==> src/rtl/johnson6_pkg.sv <==
// rtl/johnson6_pkg.sv - shared types, code points and helpers for the Johnson-6 phase monitor
package johnson6_pkg;

    typedef enum logic [1:0] {
        SEARCH = 2'd0,
        TRACK  = 2'd1,
        FAULT  = 2'd2
    } state_t;

    // Legal codes in sequence order; phase index n corresponds to CODE_Pn.
    localparam logic [2:0] CODE_P0 = 3'd0;
    localparam logic [2:0] CODE_P1 = 3'd1;
    localparam logic [2:0] CODE_P2 = 3'd3;
    localparam logic [2:0] CODE_P3 = 3'd7;
    localparam logic [2:0] CODE_P4 = 3'd6;
    localparam logic [2:0] CODE_P5 = 3'd4;

    localparam logic [2:0] CODE_BAD_A = 3'd2;
    localparam logic [2:0] CODE_BAD_B = 3'd5;

    function automatic logic [2:0] succ(input logic [2:0] code);
        case (code)
            CODE_P0: succ = CODE_P1;
            CODE_P1: succ = CODE_P2;
            CODE_P2: succ = CODE_P3;
            CODE_P3: succ = CODE_P4;
            CODE_P4: succ = CODE_P5;
            default: succ = CODE_P0;
        endcase
    endfunction

    function automatic logic [2:0] phase_idx(input logic [2:0] code);
        case (code)
            CODE_P0: phase_idx = 3'd0;
            CODE_P1: phase_idx = 3'd1;
            CODE_P2: phase_idx = 3'd2;
            CODE_P3: phase_idx = 3'd3;
            CODE_P4: phase_idx = 3'd4;
            CODE_P5: phase_idx = 3'd5;
            default: phase_idx = 3'd0;
        endcase
    endfunction

endpackage

==> src/rtl/johnson6_step.sv <==
// rtl/johnson6_step.sv - combinational decode of one Johnson-6 code: successor, phase, legality
module johnson6_step
    import johnson6_pkg::*;
(
    input  logic [2:0] code,
    output logic [2:0] next_code,
    output logic [5:0] onehot,
    output logic       legal
);

    always_comb begin
        next_code = succ(code);
        legal     = (code != CODE_BAD_A) && (code != CODE_BAD_B);
        onehot    = legal ? (6'b000001 << phase_idx(code)) : 6'b000000;
    end

endmodule

==> src/rtl/johnson6_phase_monitor.sv <==
// rtl/johnson6_phase_monitor.sv - sequence checker producing phase strobes and revolution count
module johnson6_phase_monitor
    import johnson6_pkg::*;
#(
    parameter int CYCLE_W = 8
) (
    input  logic               clk,
    input  logic               rstn,
    input  logic               en,
    input  logic               clr_i,
    input  logic [2:0]         cnt_i,
    output logic [5:0]         phase_o,
    output logic               cycle_done_o,
    output logic [CYCLE_W-1:0] cycle_cnt_o,
    output logic               locked_o,
    output logic               fault_o
);

    state_t             fsm;
    state_t             fsm_nxt;
    logic [2:0]         prev_q;
    logic [2:0]         prev_nxt;
    logic [5:0]         phase_nxt;
    logic               done_nxt;
    logic [CYCLE_W-1:0] cnt_nxt;

    logic [2:0] cnt_next_unused;
    logic [5:0] cnt_onehot;
    logic       cnt_legal;
    logic [2:0] prev_succ;
    logic [5:0] prev_onehot_unused;
    logic       prev_legal_unused;

    johnson6_step u_step_cnt (
        .code      (cnt_i),
        .next_code (cnt_next_unused),
        .onehot    (cnt_onehot),
        .legal     (cnt_legal)
    );

    johnson6_step u_step_prev (
        .code      (prev_q),
        .next_code (prev_succ),
        .onehot    (prev_onehot_unused),
        .legal     (prev_legal_unused)
    );

    logic legal_step;
    logic wrap_step;

    assign legal_step = cnt_legal && (cnt_i == prev_succ);
    assign wrap_step  = legal_step && (prev_q == CODE_P5);

    always_comb begin
        fsm_nxt   = fsm;
        prev_nxt  = prev_q;
        phase_nxt = phase_o;
        done_nxt  = 1'b0;
        cnt_nxt   = cycle_cnt_o;
        if (clr_i) begin
            fsm_nxt   = SEARCH;
            phase_nxt = '0;
            cnt_nxt   = '0;
        end else if (en) begin
            case (fsm)
                SEARCH: begin
                    if (cnt_i == CODE_P0) begin
                        fsm_nxt   = TRACK;
                        prev_nxt  = CODE_P0;
                        phase_nxt = cnt_onehot;
                    end else begin
                        phase_nxt = '0;
                    end
                end
                TRACK: begin
                    // A stall (cnt_i == prev_q) falls through with everything held.
                    if (legal_step) begin
                        prev_nxt  = cnt_i;
                        phase_nxt = cnt_onehot;
                        if (wrap_step) begin
                            done_nxt = 1'b1;
                            cnt_nxt  = cycle_cnt_o + CYCLE_W'(1);
                        end
                    end else if (cnt_i != prev_q) begin
                        fsm_nxt   = FAULT;
                        phase_nxt = '0;
                    end
                end
                FAULT: begin
                    phase_nxt = '0;
                end
                default: begin
                    fsm_nxt   = SEARCH;
                    phase_nxt = '0;
                end
            endcase
        end
    end

    always_ff @(posedge clk or negedge rstn) begin
        if (!rstn) begin
            fsm          <= SEARCH;
            prev_q       <= '0;
            phase_o      <= '0;
            cycle_done_o <= 1'b0;
            cycle_cnt_o  <= '0;
        end else begin
            fsm          <= fsm_nxt;
            prev_q       <= prev_nxt;
            phase_o      <= phase_nxt;
            cycle_done_o <= done_nxt;
            cycle_cnt_o  <= cnt_nxt;
        end
    end

    assign locked_o = (fsm == TRACK);
    assign fault_o  = (fsm == FAULT);

endmodule

==> config.mk <==
export PLATFORM = sky130hd
export DESIGN_NAME = johnson6_phase_monitor
export DESIGN_NICKNAME = d
export VERILOG_FILES = /design/src/rtl/johnson6_pkg.sv /design/src/rtl/johnson6_step.sv /design/src/rtl/johnson6_phase_monitor.sv
export SDC_FILE = /design/constraint.sdc
export NUM_CORES = 1
export LEC_CHECK = 0
export CAP_MARGIN = 10
export CORE_AREA = 2 2 53 55
export CTS_CLUSTER_SIZE = 8
export DETAILED_ROUTE_END_ITERATION = 16
export DIE_AREA = 0 0 55 57
export HOLD_SLACK_MARGIN = 0.03
export PLACE_DENSITY_LB_ADDON = 0.05
export SETUP_SLACK_MARGIN = 0.1
export SYNTH_ARGS = -nofsm -noshare
export SYNTH_HDL_FRONTEND = slang
export SYNTH_SLANG_ARGS = --single-unit
==> constraint.sdc <==
create_clock -name clk -period 2.3 [get_ports clk]
set_input_delay 0.46 -clock clk [delete_from_list [all_inputs] [get_ports clk]]
set_output_delay 0.46 -clock clk [all_outputs]
set_load 0.05 [all_outputs]
==> out/qor.txt, run 1 <==
RUN STATUS
-------------------------------------------------------------------------------------------
Status                                                                         finished, final reports clean

STA
-------------------------------------------------------------------------------------------
Maximum clock frequency                                                             493 MHz
Fraction of the cycle the final worst path needs                                      88.2%
Fin. max-slew vios                                                                        0
Final Hold Viols                                                                          0
Final number of setup-violating endpoints                                                 0
Post-route clock skew                                                            0.00299 ns
Least setup slack across all paths after layout                                    0.270 ns
Tightest Pin Transition                                                            0.571 ns
Unrepaired setup endpoints after global routing                                       false
Max-slew headroom at the worst pin                                                    61.8%
Minimum clock period after layout                                                   2.03 ns

MIN PATH
-------------------------------------------------------------------------------------------
Class of the tightest hold or removal check                                    flop to flop

FLOORPLAN
-------------------------------------------------------------------------------------------
Number of I/O pins                                                                       24
Die area                                                                        0.00314 mm2
Area inside the core boundary                                                   0.00262 mm2
Die H                                                                                 57 um
Initial Utilization                                                                   47.3%
Die X-Extent                                                                          55 um
Cell row count                                                                           19

PWR
-------------------------------------------------------------------------------------------
Power per standard cell area                                                     479 mW/mm2
Peak supply drop                                                                   0.414 mV
Total power                                                                          738 uW
Fraction of power consumed by sequential logic                                        54.6%
Part of the total power dissipated in the clock network                               22.1%
Static Leakage                                                                     0.616 nW
Cell-internal power                                                                  509 uW
Switching part of the total power                                                     31.0%
Comb power frac                                                                       23.3%
Switching power                                                                      229 uW

SYNTHESIS
-------------------------------------------------------------------------------------------
Number of register bits inferred by synthesis                                            20
Syn avg cell area                                                                  10.6 um2
Top cell type's share of synthesized area                                             40.5%
Cell count after synthesis                                                              117
Cell types with the largest area share after synthesis                         sky130_fd_sc_hd__dfrtp_1, sky130_fd_sc_hd__xnor2_1, sky130_fd_sc_hd__nand2_1
Post-Synthesis Cell Area                                                        0.00124 mm2
Number of flops mapped to enable cells by yosys                                           0
Total number of yosys warnings                                                            0
Proportion of register bits with asynchronous set or reset after synthesis             100%
Sequential element share of the synthesized area                                      40.5%
Nets in the synthesized netlist                                                         125
Cell type with the highest aggregate area in the netlist                       sky130_fd_sc_hd__dfrtp_1
Count of different cell masters after synthesis                                          38
Synth Flop Type                                                                sky130_fd_sc_hd__dfrtp_1

GLOBAL ROUTING
-------------------------------------------------------------------------------------------
Wire length of the first global-routing pass                                        4010 um
Maximum number of pins on one net before global-route repair                             21
Total routing resource utilization after global routing                               17.1%
Remaining global-route overflow                                                           0
Number of global-route vias before repair                                               897
Number of antenna violations at the first check in global routing                         0

FINISH
-------------------------------------------------------------------------------------------
Fin area                                                                        0.00154 mm2
Layout-stage area growth over the synthesis result                                    24.5%
Final core utilization                                                                58.9%
Post-route insts no fill                                                                178
Final Net Count                                                                         157
Antenna cells                                                                             0
Proportion of layout cells with a drive suffix above 1                                21.8%

ROUTE
-------------------------------------------------------------------------------------------
Routed vias                                                                             922
DRC violation count after routing                                                         0
Vias per cell                                                                          5.18
DRT antenna net count                                                                     0
Number of optimization iterations in the first detailed-route pass                        4
Per-cell routed wire length                                                         13.1 um
Number of design-rule violations left by the first detailed-router iteration             23
Total wirelength of the detailed-routed design                                      2330 um

RUN
-------------------------------------------------------------------------------------------
Max-capacitance violation count                                                           0

CLOCKING
-------------------------------------------------------------------------------------------
H-Tree Depth                                                                              1
Count of cells resized by post-cts repair                                                 0
Number of buffers inserted for hold repair after clock tree synthesis                     0
Root buf cell                                                                  sky130_fd_sc_hd__clkbuf_4
CTS tree                                                                              built
Worst-case clock buffer depth                                                             2
Post-CTS setup-driven buffer insertion count                                              0
Clock-pin slew of the registers on the worst-case setup and hold paths              0.11 ns
Total CTS buffers                                                                         3
Number of sinks on the clock net                                                         20
Clock latency of the later-clocked register in the worst-skew pair                  0.29 ns

PLACED DESIGN
-------------------------------------------------------------------------------------------
Routability Congestion                                                                0.812
Number of placed instances with taps included                                           175
Dpl cell area                                                                   0.00152 mm2
Half-perimeter wire length after detailed placement                                 1840 um
Number of buffer cells added on primary ports                                            23
Pre-CTS setup slack                                                              -0.0156 ns

SETUP PATH
-------------------------------------------------------------------------------------------
CP max FO                                                                                 7
Required time at the endpoint of the critical path                                  1.84 ns
Cell with the largest stage delay on the worst path                            sky130_fd_sc_hd__clkdlybuf4s50_1
Worst stage delay on the critical path                                              0.83 ns
Crit path buf inv count                                                                   1
Critical path arrival                                                               1.57 ns
Top cell family by delay on the critical path                                  buffers and inverters
Crit start category                                                                    flop
Cell breakdown of the critical path                                            clkdlybuf4s50_1
Critical Path Sink Type                                                          output pin
Worst Path Class, Setup                                                        flop to output pin

[worst paths after layout]
| check | startpoint | to | cells past startpoint | slack, ns |
|---|---|---|---|---|
| setup reg to reg | prev_q[0] | prev_q[0] | 5 | 0.48 |
| setup / recovery | cycle_cnt_o[3] | cycle_cnt_o[3] | 1 | 0.27 |
| hold reg to reg | phase_o[2] | phase_o[2] | 2 | 0.49 |
| min in group asynchronous | rstn | cycle_cnt_o[5] | 2 | 0.50 |
| max in group asynchronous | rstn | cycle_cnt_o[3] | 2 | 1.60 |
| hold / removal | phase_o[2] | phase_o[2] | 2 | 0.49 |
[routing by layer]
layer | global-route usage (%) | vias up | part of all wire (%)
met5 | 0 | - | 0
met4 | 5.23 | 0 | 0.82
met3 | 2.36 | 2 | 3.7
met2 | 25.7 | 19 | 46
met1 | 25.5 | 424 | 49
li1 | - | 477 | -
[per-stage QoR]
| stage | hold WS, ns | setup TNS, ns |
|---|---|---|
| after detailed placement | 0.467 | -0.0286 |
| after CTS | 0.496 | 0 |
| after global placement | 0.462 | 0 |
| final | 0.489 | 0 |
| after global routing | 0.520 | 0 |
| after floorplan | 0.164 | 0 |
[cells in the mapped netlist (2+ instances only)]
cell / instances
sky130_fd_sc_hd__nand3_1: 4
sky130_fd_sc_hd__xnor2_1: 8
sky130_fd_sc_hd__inv_1: 5
sky130_fd_sc_hd__o31ai_1: 2
sky130_fd_sc_hd__a21o_1: 2
sky130_fd_sc_hd__nand2_1: 16
sky130_fd_sc_hd__buf_6: 4
sky130_fd_sc_hd__nand4_1: 4
sky130_fd_sc_hd__nor2b_1: 2
sky130_fd_sc_hd__o21ai_0: 4
sky130_fd_sc_hd__nor2_1: 10
sky130_fd_sc_hd__xor2_1: 2
sky130_fd_sc_hd__dfrtp_1: 20
sky130_fd_sc_hd__a31oi_1: 2
sky130_fd_sc_hd__a21oi_1: 2
sky130_fd_sc_hd__nor3_2: 5
sky130_fd_sc_hd__nor4b_4: 2
sky130_fd_sc_hd__mux2i_1: 3
[cells in the final DEF, fill, tap and decap left out, drive strengths merged, types with 4 or more instances in the layout]
| cell type | n |
|---|---|
| xnor2 | 8 |
| nor3 | 6 |
| inv | 5 |
| dfrtp | 20 |
| nand3 | 4 |
| clkdlybuf4s50 | 21 |
| nand4 | 4 |
| o21ai | 4 |
| nor2 | 10 |
| buf | 13 |
| nand2 | 16 |
[kinds of logic (layout without fill, tap and decap cells)]
| family | after synthesis | after routing | share of synthesized area, % |
|---|---|---|---|
| and+or+nand+nor | 50 | 50 | 25.9 |
| AOI/OAI and AO/OA | 21 | 21 | 16.2 |
| DFF | 20 | 20 | 40.5 |
| buffers and inverters | 12 | 42 | 6.88 |
| xor gates and xnor gates | 10 | 10 | 7.09 |
| muxes | 3 | 3 | 2.43 |
| adders and majority gates | 1 | 1 | 1.01 |
[power by group through the flow]
| stage | Clock (mW) | Combinational [mW] | Sequential, mW |
|---|---|---|---|
| after global placement | 0 | 0.170 | 0.408 |
| after floorplan | 0 | 0.158 | 0.387 |
| after CTS | 0.168 | 0.174 | 0.402 |
| after detailed placement | 0 | 0.174 | 0.409 |
| final | 0.163 | 0.172 | 0.403 |
| after global routing | 0.181 | 0.189 | 0.406 |
[sequential cells by signal, indices dropped and copies added, names as in the netlist]
signal,flops
cycle_cnt_o,8
phase_o,6
prev_q,3
fsm,2
cycle_done_o,1
[cell type report]
cell class | instances | area, um2
Tap cell | 31 | 38.8
Timing Repair Buffer | 34 | 308
Fill cell | 253 | 1080
Multi-Input combinational cell | 85 | 651
Clock buffer | 3 | 22.5
Inverter | 5 | 18.8
Sequential cell | 20 | 500
Note: power is estimated with default switching activity, not from simulation.
==> run 2: changes to the inputs <==
Settings changed: CORE_AREA 2 2 53 55 to 2 2 56 58, DIE_AREA 0 0 55 57 to 0 0 58 60, HOLD_SLACK_MARGIN 0.03 to 0.05.
==> run 2 against run 1 <==
Net effect: clock skew down 0.00097 ns; clock power rose by 23%; critical path depth is the same; combinational power is essentially flat; maximum frequency shrank 0.29%; final cell count is 3.4% higher; non-clock buffer count increased by 3.
==> out/qor.txt, run 2 (same netlist as run 1, synthesis figures left out) <==
GLOBAL ROUTING
-------------------------------------------------------------------------------------------
Maximum number of pins on one net before global-route repair                             21   unchanged
Remaining global-route overflow                                                           0   unchanged
Total routing resource utilization after global routing                               16.1%   -1.1 points
Number of antenna violations at the first check in global routing                         0   unchanged
Wire length of the first global-routing pass                                        4260 um   +6.2%
Number of global-route vias before repair                                               938   +4.6%

PLACED DESIGN
-------------------------------------------------------------------------------------------
Routability Congestion                                                                0.822   +1.3%
Half-perimeter wire length after detailed placement                                 1910 um   +3.5%
Pre-CTS setup slack                                                              -0.0431 ns   -0.0275 ns
Number of buffer cells added on primary ports                                            23   unchanged
Number of placed instances with taps included                                           180   +2.9%

ROUTE
-------------------------------------------------------------------------------------------
DRT antenna net count                                                                     0   unchanged
DRC violation count after routing                                                         0   unchanged
Per-cell routed wire length                                                         13.2 um   +0.60%
Total wirelength of the detailed-routed design                                      2420 um   +4.0%
Vias per cell                                                                          5.24   +1.1%
Routed vias                                                                             964   +4.6%
Number of design-rule violations left by the first detailed-router iteration             22   -4.3%
Number of optimization iterations in the first detailed-route pass                        4   unchanged

SETUP PATH
-------------------------------------------------------------------------------------------
Cell breakdown of the critical path                                            clkdlybuf4s50_1
Top cell family by delay on the critical path                                  buffers and inverters
Crit path depth                                                                           1   unchanged
Reg2reg end                                                                       prev_q[0]
Required time at the endpoint of the critical path                                  1.84 ns   about the same
Critical path arrival                                                               1.58 ns   about the same
CP max FO                                                                                 5   -2
Crit path buf inv count                                                                   1   unchanged
Crit start category                                                                    flop
R2R cell count                                                                            6   +1
Start point of the critical path                                               cycle_cnt_o[2]
Cell with the largest stage delay on the worst path                            sky130_fd_sc_hd__clkdlybuf4s50_1
Critical Path Sink Type                                                          output pin
Reg2Reg Launch Point                                                              prev_q[2]
Worst stage delay on the critical path                                              0.83 ns   about the same
Worst Path Class, Setup                                                        flop to output pin
Capturing element of the worst setup path                                      cycle_cnt_o[2]
Register-to-register setup slack                                                    0.44 ns   -0.04 ns

FLOORPLAN
-------------------------------------------------------------------------------------------
Cell row count                                                                           20   +1
Die H                                                                                 60 um   +5.3%
Area inside the core boundary                                                   0.00290 mm2   +11%
Die area                                                                        0.00348 mm2   +11%
Initial Utilization                                                                   42.6%   -4.7 points
Die X-Extent                                                                          58 um   +5.5%
Number of I/O pins                                                                       24   unchanged

STA
-------------------------------------------------------------------------------------------
Fin. max-slew vios                                                                        0   unchanged
Fraction of the cycle the final worst path needs                                      88.5%   +0.26 points
Maximum clock frequency                                                             491 MHz   -0.29%
Post-route clock skew                                                            0.00202 ns   -0.000967 ns
Final Hold Viols                                                                          0   unchanged
Least setup slack across all paths after layout                                    0.264 ns   -0.00595 ns
Minimum clock period after layout                                                   2.04 ns   +0.00595 ns
Max-slew headroom at the worst pin                                                    63.0%   +1.2 points
Final number of setup-violating endpoints                                                 0   unchanged
Tightest Pin Transition                                                            0.553 ns   -0.0177 ns
Setup TNS                                                                              0 ns   unchanged
Unrepaired setup endpoints after global routing                                       false

FINISH
-------------------------------------------------------------------------------------------
FILL cells                                                                              266   +5.1%
Largest registers in the final layout                                          cycle_cnt_o x8, phase_o x6, prev_q x3
Most frequent standard cell in the layout excluding fill and tap cells         sky130_fd_sc_hd__clkdlybuf4s50_1
Largest register by flop count                                                  cycle_cnt_o
Layout-stage area growth over the synthesis result                                    27.6%
Final Net Count                                                                         160   +1.9%
Antenna cells                                                                             0   unchanged
Proportion of layout cells with a drive suffix above 1                                23.8%   +2.1 points
Commonest cells after routing, fill and taps aside                             sky130_fd_sc_hd__clkdlybuf4s50_1, sky130_fd_sc_hd__dfrtp_1, sky130_fd_sc_hd__nand2_1, sky130_fd_sc_hd__buf_4, sky130_fd_sc_hd__nor2_1
Number of flip-flops in the largest register                                              8   unchanged
Post-route insts no fill                                                                184   +3.4%

CLOCKING
-------------------------------------------------------------------------------------------
Clock latency of the later-clocked register in the worst-skew pair                  0.29 ns   about the same
Clock-pin slew of the registers on the worst-case setup and hold paths              0.11 ns   about the same
Post-CTS setup-driven buffer insertion count                                              0   unchanged
H-Tree Depth                                                                              1   unchanged
Number of buffers inserted for hold repair after clock tree synthesis                     0   unchanged
Root buf cell                                                                  sky130_fd_sc_hd__clkbuf_4
Number of sinks on the clock net                                                         20   unchanged
Total CTS buffers                                                                         3   unchanged
CTS tree                                                                              built
Count of cells resized by post-cts repair                                                 0   unchanged
Worst-case clock buffer depth                                                             2   unchanged

PWR
-------------------------------------------------------------------------------------------
Peak supply drop                                                                   0.465 mV   +12%
Total power                                                                          778 uW   +5.4%
Power per standard cell area                                                     493 mW/mm2   +2.8%
Static Leakage                                                                     0.637 nW   +3.4%

RUN
-------------------------------------------------------------------------------------------
Max-capacitance violation count                                                           0   unchanged

RUN STATUS
-------------------------------------------------------------------------------------------
Status                                                                         finished, final reports clean

MIN PATH
-------------------------------------------------------------------------------------------
Class of the tightest hold or removal check                                    flop to flop

[run 2: changes by cell type in the layout (fill, tap and decap cells not counted)]
cell,previous run,this run
sky130_fd_sc_hd__clkbuf_8,0,1
sky130_fd_sc_hd__buf_4,13,16
[run 2: worst min-delay path by stage]
stage          startpoint        endpoint  slack (ns)  cells past startpoint
3_5_place_dp   phase_o[1]      phase_o[1]        0.47                      2
3_3_place_gp   phase_o[0]      phase_o[0]        0.46                      1
6_report       phase_o[0]      phase_o[0]        0.49                      1
2_1_floorplan        rstn  cycle_cnt_o[0]        0.16                      0
5_1_grt              rstn       prev_q[0]        0.50                      2
4_1_cts              rstn      phase_o[2]        0.49                      2
[run 2: power breakdown]
part | internal, mW | total (mW) | switching (mW)
Combinational | 0.0849 | 0.175 | 0.0902
Sequential | 0.366 | 0.403 | 0.0374
Clock | 0.0963 | 0.200 | 0.104
Total | 0.547 | 0.778 | 0.231
[run 2: layer usage]
| metal | vias up | GRT usage (%) | routed length [um] |
|---|---|---|---|
| met1 | 458 | 22.5 | 1220 |
| met5 | - | 0 | 0 |
| met2 | 21 | 25.5 | 1080 |
| met3 | 2 | 2.60 | 106 |
| li1 | 483 | - | - |
| met4 | 0 | 4.98 | 17 |
[run 2: final cells by class]
class / instances / area [um2] / share of cell area (%)
multi-input combinational: 85 / 651 / 41.2
sequential: 20 / 500 / 31.7
timing repair buffer: 37 / 330 / 20.9
tap: 33 / 41.3 / 2.62
clock buffer: 4 / 36.3 / 2.30
inverter: 5 / 18.8 / 1.19
[run 2: metrics by stage]
step                      utilization (%)  hold slack, ns  area, um2
after global placement               53.1           0.461       1540
after detailed placement             53.1           0.471       1540
final                                54.4           0.491       1580
after CTS                            54.4           0.492       1580
after floorplan                         -           0.164       1240
after global routing                 54.4           0.495       1580
